### src/rtl/imem_boot_pkg.sv
// Shared types and constants for the instruction-memory boot responder.
//   state_t   : loader/run FSM states
//   NOP_INSTR : word returned when no valid instruction is available
//   COUNT_W   : width of the header word count
package imem_boot_pkg;
  typedef enum logic [2:0] {HDR0, HDR1, DATA, RUN, ERR} state_t;
  localparam logic [31:0] NOP_INSTR = 32'h0;
  localparam int          COUNT_W   = 16;
endpackage

### src/rtl/imem_boot_ram.sv
// 1-write / 1-read synchronous instruction RAM, DEPTH x 32, registered read.
// No reset on the array or the read register, so it maps onto block RAM.
//   clk     : clock
//   we_i    : write enable
//   waddr_i : write word address
//   wdata_i : write data
//   raddr_i : read word address (sampled at the clock edge)
//   rdata_o : read data, valid one cycle after raddr_i is sampled
module imem_boot_ram #(
  parameter int ADDR_W = 6
) (
  input  logic              clk,
  input  logic              we_i,
  input  logic [ADDR_W-1:0] waddr_i,
  input  logic [31:0]       wdata_i,
  input  logic [ADDR_W-1:0] raddr_i,
  output logic [31:0]       rdata_o
);
  logic [31:0] mem [2**ADDR_W];
  logic [31:0] rdata_q;

  always_ff @(posedge clk) begin
    if (we_i) mem[waddr_i] <= wdata_i;
    rdata_q <= mem[raddr_i];
  end

  assign rdata_o = rdata_q;
endmodule

### src/rtl/imem_boot_responder.sv
// Instruction-side responder for the MIPS core. Loads a program from a
// valid/ready byte stream (16-bit LE word count, then LE words) into its
// RAM while holding the core in reset, then serves 1-cycle-latency fetches.
//   clk, rst_n          : clock, synchronous active-low reset
//   byte_valid/data     : loader byte stream in
//   byte_ready          : byte accepted this cycle (HDR0/HDR1/DATA)
//   reload_req          : restart loading from RUN or ERR
//   fetch_addr          : word address from the core
//   instruction_o       : fetched instruction (NOP outside RUN / out of range)
//   cpu_rst_n           : core reset, released when the load completes
//   load_done, load_err : in RUN / in ERR
module imem_boot_responder
  import imem_boot_pkg::*;
#(
  parameter int ADDR_W = 6
) (
  input  logic              clk,
  input  logic              rst_n,
  input  logic              byte_valid,
  input  logic [7:0]        byte_data,
  output logic              byte_ready,
  input  logic              reload_req,
  input  logic [ADDR_W-1:0] fetch_addr,
  output logic [31:0]       instruction_o,
  output logic              cpu_rst_n,
  output logic              load_done,
  output logic              load_err
);
  localparam logic [COUNT_W-1:0] DEPTH_C = COUNT_W'(2**ADDR_W);

  state_t              state_q, state_d;
  logic [COUNT_W-1:0]  count_q, count_d;
  logic [ADDR_W-1:0]   wr_ptr_q, wr_ptr_d;
  logic [1:0]          byte_idx_q, byte_idx_d;
  logic [23:0]         asm_q, asm_d;      // {b2,b1,b0} once three bytes are in
  logic                cpu_rst_q;
  logic                sel_q, sel_d;      // registered "rdata is a real instruction"
  logic                xfer, we, last_word, in_range;
  logic [COUNT_W-1:0]  hdr_cnt;
  logic [31:0]         rdata;

  assign byte_ready = (state_q == HDR0) || (state_q == HDR1) || (state_q == DATA);
  assign xfer       = byte_valid && byte_ready;
  assign hdr_cnt    = {byte_data, count_q[7:0]};
  assign last_word  = (COUNT_W'(wr_ptr_q) == count_q - 1'b1);
  assign in_range   = (COUNT_W'(fetch_addr) < count_q);

  always_comb begin
    state_d    = state_q;
    count_d    = count_q;
    wr_ptr_d   = wr_ptr_q;
    byte_idx_d = byte_idx_q;
    asm_d      = asm_q;
    we         = 1'b0;
    case (state_q)
      HDR0: if (xfer) begin
        count_d[7:0] = byte_data;
        state_d      = HDR1;
      end
      HDR1: if (xfer) begin
        count_d    = hdr_cnt;
        wr_ptr_d   = '0;
        byte_idx_d = '0;
        state_d    = (hdr_cnt == '0 || hdr_cnt > DEPTH_C) ? ERR : DATA;
      end
      DATA: if (xfer) begin
        // Bytes shift in from the top so b0 ends up in the low byte.
        asm_d      = {byte_data, asm_q[23:8]};
        byte_idx_d = byte_idx_q + 2'd1;
        if (byte_idx_q == 2'd3) begin
          we = 1'b1;
          if (last_word) state_d  = RUN;
          else           wr_ptr_d = wr_ptr_q + 1'b1;
        end
      end
      RUN, ERR: if (reload_req) state_d = HDR0;
      default: state_d = HDR0;
    endcase
  end

  // Only serve fetches sampled while staying in RUN; reload wins over fetch.
  assign sel_d = (state_q == RUN) && (state_d == RUN) && in_range;

  always_ff @(posedge clk) begin
    if (!rst_n) begin
      state_q    <= HDR0;
      count_q    <= '0;
      wr_ptr_q   <= '0;
      byte_idx_q <= '0;
      asm_q      <= '0;
      cpu_rst_q  <= 1'b0;
      sel_q      <= 1'b0;
    end else begin
      state_q    <= state_d;
      count_q    <= count_d;
      wr_ptr_q   <= wr_ptr_d;
      byte_idx_q <= byte_idx_d;
      asm_q      <= asm_d;
      cpu_rst_q  <= (state_d == RUN);
      sel_q      <= sel_d;
    end
  end

  imem_boot_ram #(.ADDR_W(ADDR_W)) u_ram (
    .clk     (clk),
    .we_i    (we),
    .waddr_i (wr_ptr_q),
    .wdata_i ({byte_data, asm_q}),
    .raddr_i (fetch_addr),
    .rdata_o (rdata)
  );

  assign instruction_o = sel_q ? rdata : NOP_INSTR;
  assign cpu_rst_n     = cpu_rst_q;
  assign load_done     = (state_q == RUN);
  assign load_err      = (state_q == ERR);
endmodule

### config.mk
export PLATFORM = sky130hd
export DESIGN_NAME = imem_boot_responder
export DESIGN_NICKNAME = d
export VERILOG_FILES = /design/src/rtl/imem_boot_pkg.sv /design/src/rtl/imem_boot_ram.sv /design/src/rtl/imem_boot_responder.sv
export SDC_FILE = /design/constraint.sdc
export NUM_CORES = 2
export LEC_CHECK = 0
export ABC_CLOCK_PERIOD_IN_PS = 3900
export BUFFER_PORTS_ARGS = -buffer_cell sky130_fd_sc_hd__buf_2
export CORE_ASPECT_RATIO = 1.1
export CORE_MARGIN = 2
export CORE_UTILIZATION = 25
export DETAILED_ROUTE_END_ITERATION = 16
export GPL_TIMING_DRIVEN = 0
export PLACE_DENSITY = 0.47
export SLEW_MARGIN = 30
export SYNTH_ARGS = -nofsm -noshare
export SYNTH_HDL_FRONTEND = slang
export SYNTH_HIERARCHICAL = 1
export SYNTH_SLANG_ARGS = --single-unit
### constraint.sdc
create_clock -name clk -period 3.9 [get_ports clk]
set_input_delay 0.195 -clock clk [delete_from_list [all_inputs] [get_ports clk]]
set_output_delay 0.195 -clock clk [all_outputs]
set_load 0.005 [all_outputs]
==> summary.md <==
| Metric | Value |
|---|---|
| Status | `complete, but fails checks` |
| Failing checks | `negative setup slack` |
| Antenna violations before repair | `18` |
| Vias in the first global route | `a little over 40000` |
| Die X | `roughly 550 µm` |
| Min cycle time layout | `about 4 ns` |
| Nets | `roughly 4200` |
| Worst Path Arrival | `4.70 ns` |
| Gr usage total | `between 10% and 20%` |
| Clk buf depth | `4` |
| Yosys top cell area share | `75.7%` |
| Total power | `46.5 mW` |
| Async S/R FF share, synth | `0%` |
| CTS root buffer | `clkbuf_16` |
| Distinct cells, synth | `about 60` |
| Hold WS | `approximately 0.18 ns` |
| Io pins | `54` |
| Area of the core | `324000 µm²` |
| Layout cell share with drive strength beyond 1 | `30.5%` |
| Fillers | `30971` |
| Yosys reg bits | `~2100` |
| Fin Setup TNS | `-0.0975 ns` |
| CTS tree | `built` |
| DRC Markers | `0` |
| Slew HR | `27.4%` |
| Area leader, netlist | `edfxtp_1` |
| DIE HEIGHT | `602 µm` |
| Mean Syn Cell Area | `22.1 µm²` |
| Worst-Skew Late Latency | `0.89 ns` |
| Critical path class | `in -> reg` |
| Crit path max fanout | `10` |
| Gr ovfl total | `0` |
| Routed len/inst | `slightly above 30 µm` |
| H-tree depth | `4` |
| Maxcap violations | `0` |
| Multi-input gate area | `17500 µm²` |
| CP required | `4.60 ns` |
| Clk slew on worst S/H paths | `0.06 ns` |
| Final ANT Viol Nets | `0` |
| Final Hold Viols | `0` |
| Initial DRC count | `roughly 4700` |
| Fmax | `250 MHz` |
| Pin count of the biggest net entering global routing | `69` |
| Most frequent cells after synthesis | `edfxtp_1, mux4_2, nor2_1` |
| CP Capture Type | `register` |
| FF/Latch Area | `63300 µm²` |
| Design area | `98800 µm²` |
| RSZ-0062 raised after global routing | `no` |
| Tcrit/Tclk final | `103%` |
| Post-place setup slack | `-1.14 ns` |
| Starting density of the core | `25.1%` |
| VDD IR-drop max | `0.000335 V` |
| Cts bufs inserted | `about 210` |
| Top-count cell post-synth | `edfxtp_1` |
| Top cells by area, synth | `edfxtp_1, mux4_2, dfxtp_1` |
| Slew Viols, Final | `0` |
| Routed wire length | `roughly 270 mm` |
| Inst Count DP | `8227` |
| Clock tree sinks | `2133` |
| Post-synth EDFFs | `2048` |
| Num rows | `roughly 220` |
| DPL Wire Length | `approximately 190 mm` |
| Crit start category | `primary input` |
| Synthesis Warnings | `6` |
| Drt first pass iters | `6` |
| Syn Nets | `3707` |
| Prevailing post-synth register cell | `edfxtp_1` |
| Non-filler cells, final | `8636` |
| First-pass GRT wire length | `approximately 360 mm` |
| Leakage power | `31.8 nW` |
| Die Area | `330000 µm²` |
| GPL Wtd Cong | `0.843` |
| Tightest Hold Check Type | `in -> reg` |
| Mapped Cells | `3681` |
| Area after DPL | `92100 µm²` |
| Area Growth Syn to Fin | `21.6%` |
| Via/cell ratio | `4.81` |
| Worst-margin pin slew | `around 1.1 ns` |
| Pwr Density | `470 nW/µm²` |
| Endpoints failing setup | `1` |
| Mapped cell area | `81300 µm²` |
| DR vias | `41554` |
| Setup ws final | `-0.0975 ns` |
| Clock skew | `approximately 0.075 ns` |
| Sequential element share of the synthesized area | `77.8%` |
| Port Buf Inserts | `52` |
| Post-layout util | `30.5%` |
flip-flops by register name (all words and copies together) (netlist names):
register	count
u_ram/mem	2048
u_ram/rdata_o	32
asm_q	24
count_q	16
wr_ptr_q	6
state_q	3
byte_idx_q	2
cpu_rst_n	1
sel_q	1
worst paths after layout:
check        slack (ns)                          end              startpoint  cells after the start
max                -0.1    u_ram/rdata_o[22]$_DFF_P_           fetch_addr[2]                     10
max reg2reg        0.09  u_ram/mem[30][13]$_DFFE_PP_   state_q[1]$_SDFF_PN0_                      8
min reg2reg        0.45       asm_q[12]$_SDFFE_PN0P_  asm_q[20]$_SDFFE_PN0P_                      2
min                0.18             sel_q$_SDFF_PN0_           fetch_addr[3]                      5
layout by cell type (no fill, tap or decap), types with 15 or more instances in the layout:
cell	instances
nor2_1	91
nand2_1	116
buf_8	18
dfxtp_4	24
buf_16	128
nor2b_1	19
and2_1	36
a22oi_1	15
clkbuf_16	215
clkbuf_1	119
clkinv_1	35
dfxtp_1	61
buf_4	41
nor2_4	62
buf_2	111
clkbuf_2	36
a21oi_1	104
mux4_2	544
clkbuf_8	15
o221ai_1	27
o22ai_1	82
clkinv_2	33
buf_12	32
edfxtp_1	2048
mux2i_1	95
worst max-delay path: stages:
cell and delay, ns:
buf_2 0.23, clkbuf_1 0.31, buf_2 0.38, buf_2 0.49, buf_2 0.72, buf_2 0.61
mux2i_1 0.36, a21oi_1 0.28, a21oi_1 0.95, nor2_1 0.09
layout make-up:
class	count	area share, %
repair buffers	256	5.02
clock buffers	292	5.85
clock inverters	89	0.744
plain buffers	203	1.09
multi-input cells	1336	17.7
diodes	9	0.0228
flip-flops and latches	2133	64.0
inverters	9	0.0342
well taps	4309	5.46
kinds of logic (layout without fill, tap and decap cells):
group                      after synthesis  in the layout  synth area share [%]
DFF                                   2133           2133                  77.8
muxes                                  640            640                  16.3
xor gates and xnor gates                10             10                 0.108
and+or+nand+nor                        407            407                  2.34
buffers and inverters                  212            849                  1.29
AOI/OAI and AO/OA                      271            271                  2.11
other                                    0              9                     0
adders and majority gates                8              8                 0.123
what timing repair did:
| item | in CTS | in global routing |
|---|---|---|
| setup endpoints to repair | 6 | 44 |
| hold buffers | 12 | 0 |
| buffers inserted | 0 | 7 |
| gates resized for setup | 2 | 1 |
| gates cloned | 0 | 0 |
| pin swaps | 0 | 3 |
| endpoints found under the hold margin | 388 | 0 |
per-layer routing:
layer  global-route usage, %  up-vias  wire (µm)
li1                        -    16435          -
met1                    20.7    23052     108000
met2                    26.9     1630     131000
met3                    2.49      435      17300
met4                    6.54        2      12600
met5                       0        -         13
where the power goes:
part	total, mW	internal, mW	leakage (nW)	switching (mW)
Clock	19.8	11.1	3.19	8.67
Combinational	1.84	0.561	7.88	1.27
Sequential	24.8	24.8	20.7	0.0237
Total	46.5	36.5	31.8	9.97
Power figures use the tool's default switching activity.
